--- config.mk ---
export PLATFORM = sky130hd
export DESIGN_NAME = qeciphy_rx_link_sequencer
export DESIGN_NICKNAME = d
export VERILOG_FILES = /design/src/rtl/qeciphy_pkg.sv /design/src/rtl/qeciphy_cycle_timer.sv /design/src/rtl/qeciphy_rx_link_sequencer.sv
export SDC_FILE = /design/constraint.sdc
export NUM_CORES = 1
export LEC_CHECK = 0
export BUFFER_PORTS_ARGS = -buffer_cell sky130_fd_sc_hd__buf_2
export CAP_MARGIN = 20
export CORE_ASPECT_RATIO = 0.9
export CORE_UTILIZATION = 40
export DETAILED_ROUTE_END_ITERATION = 10
export RECOVER_POWER = 100
export SLEW_MARGIN = 20
export SYNTH_ARGS = -nofsm -noshare
export SYNTH_HDL_FRONTEND = slang
export SYNTH_SLANG_ARGS = --single-unit
--- constraint.sdc ---
create_clock -name clk_i -period 3.69 [get_ports clk_i]
set_clock_uncertainty 0.05 [all_clocks]
set_input_delay 0.5535 -clock clk_i [delete_from_list [all_inputs] [get_ports clk_i]]
set_output_delay 0.5535 -clock clk_i [all_outputs]
set_load 0.05 [all_outputs]
--- src/rtl/qeciphy_pkg.sv ---
// qeciphy_pkg: rx link sequencer state encoding, fault codes and backoff arithmetic.
package qeciphy_pkg;
  typedef enum logic [2:0] {
    ST_DRAIN     = 3'd0,
    ST_IDLE      = 3'd1,
    ST_WAIT_LOCK = 3'd2,
    ST_UP        = 3'd3,
    ST_BACKOFF   = 3'd4,
    ST_FATAL     = 3'd5
  } link_state_t;
  localparam logic [3:0] ERR_TIMEOUT  = 4'hF;
  localparam logic [3:0] ERR_RDY_LOST = 4'hE;
  // Doubling backoff, saturated to 16 bits and never shorter than the minimum off time.
  function automatic logic [15:0] backoff_len(input int base, input int min_off, input logic [2:0] retry);
    logic [47:0] raw;
    logic [15:0] sat;
    raw = 48'(base) << retry;
    sat = (raw > 48'hFFFF) ? 16'hFFFF : raw[15:0];
    return (32'(sat) < 32'(min_off)) ? 16'(min_off) : sat;
  endfunction
endpackage

--- src/rtl/qeciphy_cycle_timer.sv ---
// qeciphy_cycle_timer: loadable down-counter; done_o while the count rests at zero.
module qeciphy_cycle_timer #(
  parameter int W = 16
) (
  input  logic         clk_i,
  input  logic         load_i,
  input  logic [W-1:0] val_i,
  output logic         done_o
);
  logic [W-1:0] cnt_q, cnt_d;
  assign done_o = cnt_q == '0;
  assign cnt_d = load_i ? val_i : done_o ? cnt_q : cnt_q - 1'b1;
  always_ff @(posedge clk_i) cnt_q <= cnt_d;
endmodule

--- src/rtl/qeciphy_rx_link_sequencer.sv ---
// qeciphy_rx_link_sequencer: brings the rx controller up, retries with exponential backoff,
// and latches a fatal state once retries are exhausted.
module qeciphy_rx_link_sequencer
  import qeciphy_pkg::*;
#(
  parameter int MAX_RETRIES   = 3,
  parameter int LOCK_TIMEOUT  = 1024,
  parameter int MIN_OFF       = 16,
  parameter int BACKOFF_BASE  = 32,
  parameter int STABLE_CYCLES = 256
) (
  input  logic       clk_i,
  input  logic       rst_n_i,
  input  logic       link_en_i,
  input  logic       rx_rdy_i,
  input  logic       rx_fault_fatal_i,
  input  logic [3:0] rx_error_code_i,
  output logic       rx_ctrl_enable_o,
  output logic       link_up_o,
  output logic       link_fatal_o,
  output logic [2:0] retry_cnt_o,
  output logic [3:0] last_err_o,
  output logic [2:0] state_o
);
  link_state_t state_q, state_d, tgt;
  logic [2:0] retry_q, retry_d;
  logic [3:0] err_q, err_d, code;
  logic en_q, en_d, up_q, up_d, fatal_q, fatal_d;
  logic fail, exhausted, tmr_load, tmr_done;
  logic [15:0] tmr_val, bo_len;
  assign exhausted = retry_q == 3'(MAX_RETRIES);
  assign bo_len = backoff_len(BACKOFF_BASE, MIN_OFF, retry_q);
  assign fail = (state_q == ST_WAIT_LOCK) ? (rx_fault_fatal_i || tmr_done) :
                (state_q == ST_UP) ? (rx_fault_fatal_i || !rx_rdy_i) : 1'b0;
  assign code = rx_fault_fatal_i ? rx_error_code_i :
                (state_q == ST_UP) ? ERR_RDY_LOST : ERR_TIMEOUT;
  // Every state change reloads the shared timer with the duration of the state being entered.
  assign tgt = rst_n_i ? state_d : ST_DRAIN;
  assign tmr_load = !rst_n_i || tgt != state_q;
  assign tmr_val = (tgt == ST_WAIT_LOCK) ? 16'(LOCK_TIMEOUT - 1) :
                   (tgt == ST_UP) ? 16'(STABLE_CYCLES - 1) :
                   (tgt == ST_BACKOFF) ? bo_len - 16'd1 : 16'(MIN_OFF - 1);
  qeciphy_cycle_timer #(.W(16)) u_timer (
    .clk_i  (clk_i),
    .load_i (tmr_load),
    .val_i  (tmr_val),
    .done_o (tmr_done)
  );
  always_ff @(posedge clk_i) begin
    if (!rst_n_i) begin
      state_q <= ST_DRAIN;
      retry_q <= '0;
      err_q   <= '0;
      en_q    <= 1'b0;
      up_q    <= 1'b0;
      fatal_q <= 1'b0;
    end else begin
      state_q <= state_d;
      retry_q <= retry_d;
      err_q   <= err_d;
      en_q    <= en_d;
      up_q    <= up_d;
      fatal_q <= fatal_d;
    end
  end
  always_comb begin
    state_d = state_q;
    retry_d = retry_q;
    err_d   = err_q;
    case (state_q)
      ST_DRAIN:     if (tmr_done) begin state_d = ST_IDLE; retry_d = '0; end
      ST_IDLE:      if (link_en_i) state_d = ST_WAIT_LOCK;
      ST_WAIT_LOCK: if (rx_rdy_i) state_d = ST_UP;
      ST_UP:        if (tmr_done) retry_d = '0;
      ST_BACKOFF:   if (tmr_done) state_d = ST_WAIT_LOCK;
      ST_FATAL:     if (!link_en_i) state_d = ST_DRAIN;
      default:      state_d = ST_DRAIN;
    endcase
    if (fail) begin
      err_d   = code;
      state_d = exhausted ? ST_FATAL : ST_BACKOFF;
      retry_d = exhausted ? retry_q : retry_q + 3'd1;
    end
    // Software disable beats faults, timeouts and lock in every active state.
    if (!link_en_i && state_q inside {ST_WAIT_LOCK, ST_UP, ST_BACKOFF}) begin
      state_d = ST_DRAIN;
      retry_d = retry_q;
      err_d   = err_q;
    end
  end
  always_comb begin
    en_d    = state_d inside {ST_WAIT_LOCK, ST_UP};
    up_d    = state_d == ST_UP;
    fatal_d = state_d == ST_FATAL;
  end
  assign rx_ctrl_enable_o = en_q;
  assign link_up_o        = up_q;
  assign link_fatal_o     = fatal_q;
  assign retry_cnt_o      = retry_q;
  assign last_err_o       = err_q;
  assign state_o          = state_q;
endmodule
# == Yosys cells after proc, flatten, opt, wreduce, memory -nomap -nowiden ==
# Cells that the tools add are included.
# word_totals
reg_bits,29
input_bits,9
output_inout_bits,13
word_cells,70
# op_classes
n_addsub,3
n_lt_le_gt_ge,2
n_eq_ne,15
shifts,1
mux,25
bitwise_logic,1
n_reduce_logical,16
# op_table
operator,count
$mux W16,7
$gt A48 B16 Y1 const B,1
$shl A6 B3 Y48 const A,1
$mux W3,12
$sub A16 B1 Y16 const B,2
$eq A3 B2 Y1 const B,7
$pmux W3 S6,1
$logic_not A16 Y1,1
$lt A16 B5 Y1 const B,1
$eq A3 B3 Y1 const B,4
$reduce_bool A2 Y1,3
$mux W1,4
$mux W4,1
$reduce_and A4 Y1,1
$add A3 B1 Y3 const B,1
$eq A3 B1 Y1 const B,1
$logic_not A1 Y1,3
$logic_not A3 Y1,1
$logic_or A1 B1 Y1,3
$ne A3 B3 Y1,1
$reduce_bool A3 Y1,1
$ne A2 B1 Y1 const B,1
$ne A2 B2 Y1 const B,1
$reduce_and A2 Y1,1
other kinds (3),3

# == Logic depth before layout (Yosys ltp) ==
# depth
word_depth,12
depth_mapped,10
depth_no_buf,8

# == Modules after synthesis ==
# Synthesis repeated with hierarchy kept, for this count alone.
# unflattened
hier_cells,213
hier_area_um2,1949.4
# by_module_without_submodules
module,instances,cells_per_inst,area_per_inst_um2,seq_area_each_um2
qeciphy_rx_link_sequencer,1,121,980.9,260.2
qeciphy_cycle_timer,1,92,968.4,480.5

# == Worst setup path before layout ==
# Ideal clock, no wire load.
# synth_path
path_kind,register -> register
start,register retry_q[0] (netlist: retry_cnt_o[0])
end,register u_timer.cnt_q[0] (enable)
setup_time_ns,0.372
arrival_ns,2.507
required_time_ns,3.268
setup_slack_ns,0.761
stages_incl_launch_ff,10
n_path_buf,2
synth_period_minus_slack_ns,2.929
cell_sequence,dfxtp_1 -> ha_1 -> ha_1 -> clkbuf_1 -> nor3_1 -> o21a_4 -> a2111oi_4 -> nor3b_1 -> buf_6 -> nand2_1
# synth_via
elab_chain_len,8
# synth_lines
item,line_no,rtl
start: declaration,qeciphy_rx_link_sequencer.sv:26,"logic [2:0] retry_q, retry_d;"
start signal: assignment,qeciphy_rx_link_sequencer.sv:59,retry_q <= retry_d;
$eq A3 B2 Y1,qeciphy_rx_link_sequencer.sv:31,assign exhausted = retry_q == 3'(MAX_RETRIES);
$mux W1,qeciphy_rx_link_sequencer.sv:81,state_d = exhausted ? ST_FATAL : ST_BACKOFF;
$mux W3,qeciphy_rx_link_sequencer.sv:79,if (fail) begin
$mux W3,qeciphy_rx_link_sequencer.sv:85,"if (!link_en_i && state_q inside {ST_WAIT_LOCK, ST_UP, ST_BACKOFF}) begin"
$mux W3,--,
$ne A3 B3 Y1,qeciphy_rx_link_sequencer.sv:39,assign tmr_load = !rst_n_i || tgt != state_q;
$logic_or A1 B1 Y1,qeciphy_rx_link_sequencer.sv:39,
$ne A2 B1 Y1 (no line),--,
end signal: assignment,qeciphy_cycle_timer.sv:13,always_ff @(posedge clk_i) cnt_q <= cnt_d;
end: declaration,qeciphy_cycle_timer.sv:10,"logic [W-1:0] cnt_q, cnt_d;"
# No other way between the ends.
# A chain may end at the register's enable or synchronous reset.

# == Worst setup path after layout ==
# layout_path
start,register u_timer.cnt_q[0]
end,register u_timer.cnt_q[5] (enable)
# layout_via
elab_chain_len,9
word_cells_on_any_way,12
cone_classes,eq/ne (2); mux (7); reduce/logical (3)
# layout_lines
item,line_no,rtl
$logic_not A16 Y1 *,qeciphy_cycle_timer.sv:11,assign done_o = cnt_q == '0;
"$mux W3, or another cell as far along",qeciphy_rx_link_sequencer.sv:75,ST_BACKOFF: if (tmr_done) state_d = ST_WAIT_LOCK;
$pmux W3 S6 / $mux W1 (equally long branches),"qeciphy_rx_link_sequencer.sv:70, qeciphy_rx_link_sequencer.sv:33",
$mux W3,qeciphy_rx_link_sequencer.sv:79,
$mux W3,qeciphy_rx_link_sequencer.sv:85,
$mux W3,--,
$ne A3 B3 Y1,qeciphy_rx_link_sequencer.sv:39,
$logic_or A1 B1 Y1,qeciphy_rx_link_sequencer.sv:39,
$ne A2 B1 Y1 (no line) *,--,
# Every way passes the cells marked *; elsewhere a longest branch is shown, timed or not.

==> run_results.csv <==
group,metric,value,unit
synth,synth.cell_area,0.00198,mm2
clocking,cts_buffers,5,
setup_path,crit_chain,"inv_1, ha_1, nor4b_1, and4_1, o22ai_1, a2111oi_4, nor3b_1, nand2_1, buf_4",
synth,yosysTopAreaCellShare,24.2,%
synth,synth_cell_types,53,
cells_and_area,final_layout_size_suffix_gt1_share,12.6,%
detailed_routing,routed_wl,3.98,mm
grt,grt_first_pass_wirelength,6.92,mm
run,drv_cap,0,
power,ir_worst_vdd,178,uV
detailed_routing,detail_route.wl_per_cell,13.6,um
clocking,cts_root_buffer,"sky130_fd_sc_hd__clkbuf_8",
synth,ys_seq_area_share,37.4,%
synth,synth_adder_area_share,4.42,%
grt,antenna_found_initial,0,
min_path,hp-start,"rx_error_code_i[2]",
grt,grt_max_degree,18,
min_path,worst_hold_path.num_cells,2,
detailed_routing,via_per_inst,5.28,
synth,ff_latch_count_synth,29,
grt,global_route.overflow_total,0,
sta,fmax,324,MHz
setup_path,worst_setup_path_start_kind,"register",
cells_and_area,fin_util,47.7,%
die,start_util,43.1,%
min_path,min_to,"last_err_o[2]",
detailed_routing,route.detailed.drc,0,
cells_and_area,n_fill_cell,458,
setup_path,worstRegToRegCells,9,
setup_path,family_of_cells_with_the_greatest_summed_delay_on_the_critical_path,"simple AND/OR/NAND/NOR gates",
detailed_routing,dr.first_iter.drc_count,107,
sta,timing.slew.headroom,49.9,%
cells_and_area,nets,246,
cells_and_area,leading_cell_type_in_the_layout_fill_and_taps_excluded,"sky130_fd_sc_hd__nand2_1",
clocking,clkSlewWorstSetupHoldPaths,60,ps
power,power_switching,0.132,mW
cells_and_area,layout-area-overhead-vs-synth,10.7,%
power,power_leakage,0.816,nW
die,floorplan.die_area,0.00524,mm2
synth,postSynthCellCount,209,
synth,mappedNetlistNets,225,
placed_design,place.detailed.hpwl,3.00,mm
cells_and_area,final_cell_mix,"sky130_fd_sc_hd__nand2_1 (21), sky130_fd_sc_hd__edfxtp_1 (16), sky130_fd_sc_hd__clkbuf_1 (14)",
die,boundaryPins,22,
sta,setup_viol_count_final,0,
grt,grt.total_usage,17.0,%
sta,worst-slew-pin-transition,748,ps
sta,finalHoldWorstSlack,481,ps
detailed_routing,drt.antenna.violating_nets,0,
detailed_routing,detailedRoute.firstPassIterationCount,4,
setup_path,critPathSlowestCell,"sky130_fd_sc_hd__and4_1",
min_path,worstHoldPathType,"input pin to register",
setup_path,cp.arrival,3020,ps
setup_path,crit_path_buffers_inverters,2,
die,row_count,23,
cells_and_area,layoutNonFillerInstCount,293,
sta,finalMaxSlewViolations,0,
cells_and_area,antenna_cells_inserted,0,
synth,main_combinational_cell_family_by_area_after_synthesis,"simple AND/OR/NAND/NOR gates",
clocking,postCtsSetupBuffers,0,
setup_path,r2r_start,"u_timer.cnt_q[0]",
power,comb_power_share,4.3,%
cells_and_area,sequential_cell_area,741,um2
power,total_power,0.631,mW
power,power_per_cell_area,287,mW/mm2
synth,share_of_cell_area_taken_by_muxes_after_synthesis,3.53,%
die,die_w,76.2,um
clocking,cts_hold_buf,0,
clocking,tritoncts,"built",
sta,finalCriticalPeriod,3080,ps
sta,sum_neg_setup_slack,0,ps
synth,number_of_enable_flip_flop_cells_after_synthesis,16,
clocking,latest_clock_arrival_within_the_worst_skew_pair,270,ps
clocking,cts_num_sinks,29,
power,power.share.sequential,54.5,%
synth,postSynth.topFlopCell,"sky130_fd_sc_hd__edfxtp_1",
setup_path,cp_data_required_time,3620,ps
synth,xor_xnor_cell_area_share_of_the_yosys_netlist,7.07,%
die,fp.coreArea,0.00460,mm2
sta,grt_setup_unrepaired,"false",
placed_design,place.detailed.instances,285,
detailed_routing,dr_total_vias,1547,
setup_path,cp_num_cells,9,
clocking,cts_max_level,2,
power,clock_power_share,41.2,%
setup_path,worst-path-max-fanout,9,
status,status,"completed",
setup_path,timing.setup.critical_path_class,"register to register",
power,internal-power,0.500,mW
synth,postSynth.asyncResetShare,0,%
synth,yosysTopAreaCell,"sky130_fd_sc_hd__edfxtp_1",
synth,synth-warning-count,0,
synth,syn-mean-instance-area,9.49,um2
grt,grt_pass1_vias,1461,
die,die_h,68.8,um
placed_design,gp_weighted_congestion,0.788,
cells_and_area,multi_input_area,0.00114,mm2
synth,synth_compound_gate_area_share,16.2,%
setup_path,regToRegSetupSlack,610,ps
placed_design,io_buffer_count,21,
synth,synth_top_cells_by_area,"sky130_fd_sc_hd__edfxtp_1 (24%), sky130_fd_sc_hd__dfxtp_1 (13%), sky130_fd_sc_hd__ha_1 (4.4%)",
clocking,clockBufferDepth,2,
sta,report.final.hold_viol_count,0,
clocking,cts-resized-gates,0,
sta,layout_worst_path_cycle_share,83.6,%
setup_path,cp-end-kind,"register",
power,p_sw_share,20.8,%
setup_path,cpPeakStageDelay,480,ps
synth,post_synth_and_or_nand_nor_area_fraction,26.7,%
setup_path,launching_element_of_the_worst_setup_path,"u_timer.cnt_q[0]",
setup_path,worst_r2r_endpoint,"u_timer.cnt_q[5]",
## kinds of logic after synthesis
family / Yosys count
compound gates: 42
xor+xnor: 16
fa+ha+maj: 7
buf+inv: 19
flops: 29
mux: 7
simple gates: 89
## sequential cells by signal, summed over array words and instances (netlist names)
signal,cells
retry_cnt_o,3
link_fatal_o,1
link_up_o,1
u_timer.cnt_q,16
rx_ctrl_enable_o,1
last_err_o,4
state_o,3
## layout make-up
type                            count  area share, %
Clock inverter                      2          0.399
Timing Repair Buffer               25           5.24
Clock buffer                        6           3.76
Inverter                            8           1.37
Sequential cell                    29           33.7
Tap cell                           62           3.53
Multi-Input combinational cell    161           52.0
## worst max-delay path by stage
stage / endpoint / slack [ps]
finish: u_timer.cnt_q[5] / 610
detailed placement: u_timer.cnt_q[5] / 610
global route: u_timer.cnt_q[5] / 320
CTS: u_timer.cnt_q[5] / 590
floorplan: u_timer.cnt_q[0] / 760
global placement: u_timer.cnt_q[5] / 700
## metal layers
layer | vias up | routed length, um | global-route usage [%]
met1 | 698 | 2080 | 23.4
met3 | 2 | 208 | 5.79
met4 | 0 | 18 | 4.33
met2 | 36 | 1670 | 25.3
li1 | 811 | - | -
met5 | - | 0 | 0
## cells in the mapped netlist, drive strengths merged, types with 4 or more instances
| cell | n |
|---|---|
| nand2 | 21 |
| edfxtp | 16 |
| dfxtp | 13 |
| a21oi | 11 |
| nor2 | 11 |
| xnor2 | 10 |
| nor4 | 9 |
| inv | 8 |
| o21ai | 8 |
| ha | 7 |
| mux2i | 7 |
| nand2b | 7 |
| clkbuf | 6 |
| nor2b | 6 |
| xor2 | 6 |
| buf | 5 |
| nor3 | 5 |
| nor3b | 5 |
| and2 | 4 |
| o22ai | 4 |
## power groups by stage
| stage | Combinational (mW) | Sequential (mW) | Clock, mW |
|---|---|---|---|
| 2_1_floorplan | 0.0194 | 0.350 | 0 |
| 3_3_place_gp | 0.0279 | 0.351 | 0 |
| 3_5_place_dp | 0.0279 | 0.351 | 0 |
| 4_1_cts | 0.0279 | 0.344 | 0.271 |
| 5_1_grt | 0.0303 | 0.344 | 0.287 |
| 6_report | 0.0272 | 0.344 | 0.260 |
## through the flow
stage	instance area [um2]	setup WS, ps
2_1_floorplan	1980	761
3_3_place_gp	2130	700
3_5_place_dp	2130	610
4_1_cts	2220	594
5_1_grt	2200	323
6_report	2200	606
(Power assumes the default switching activity.)
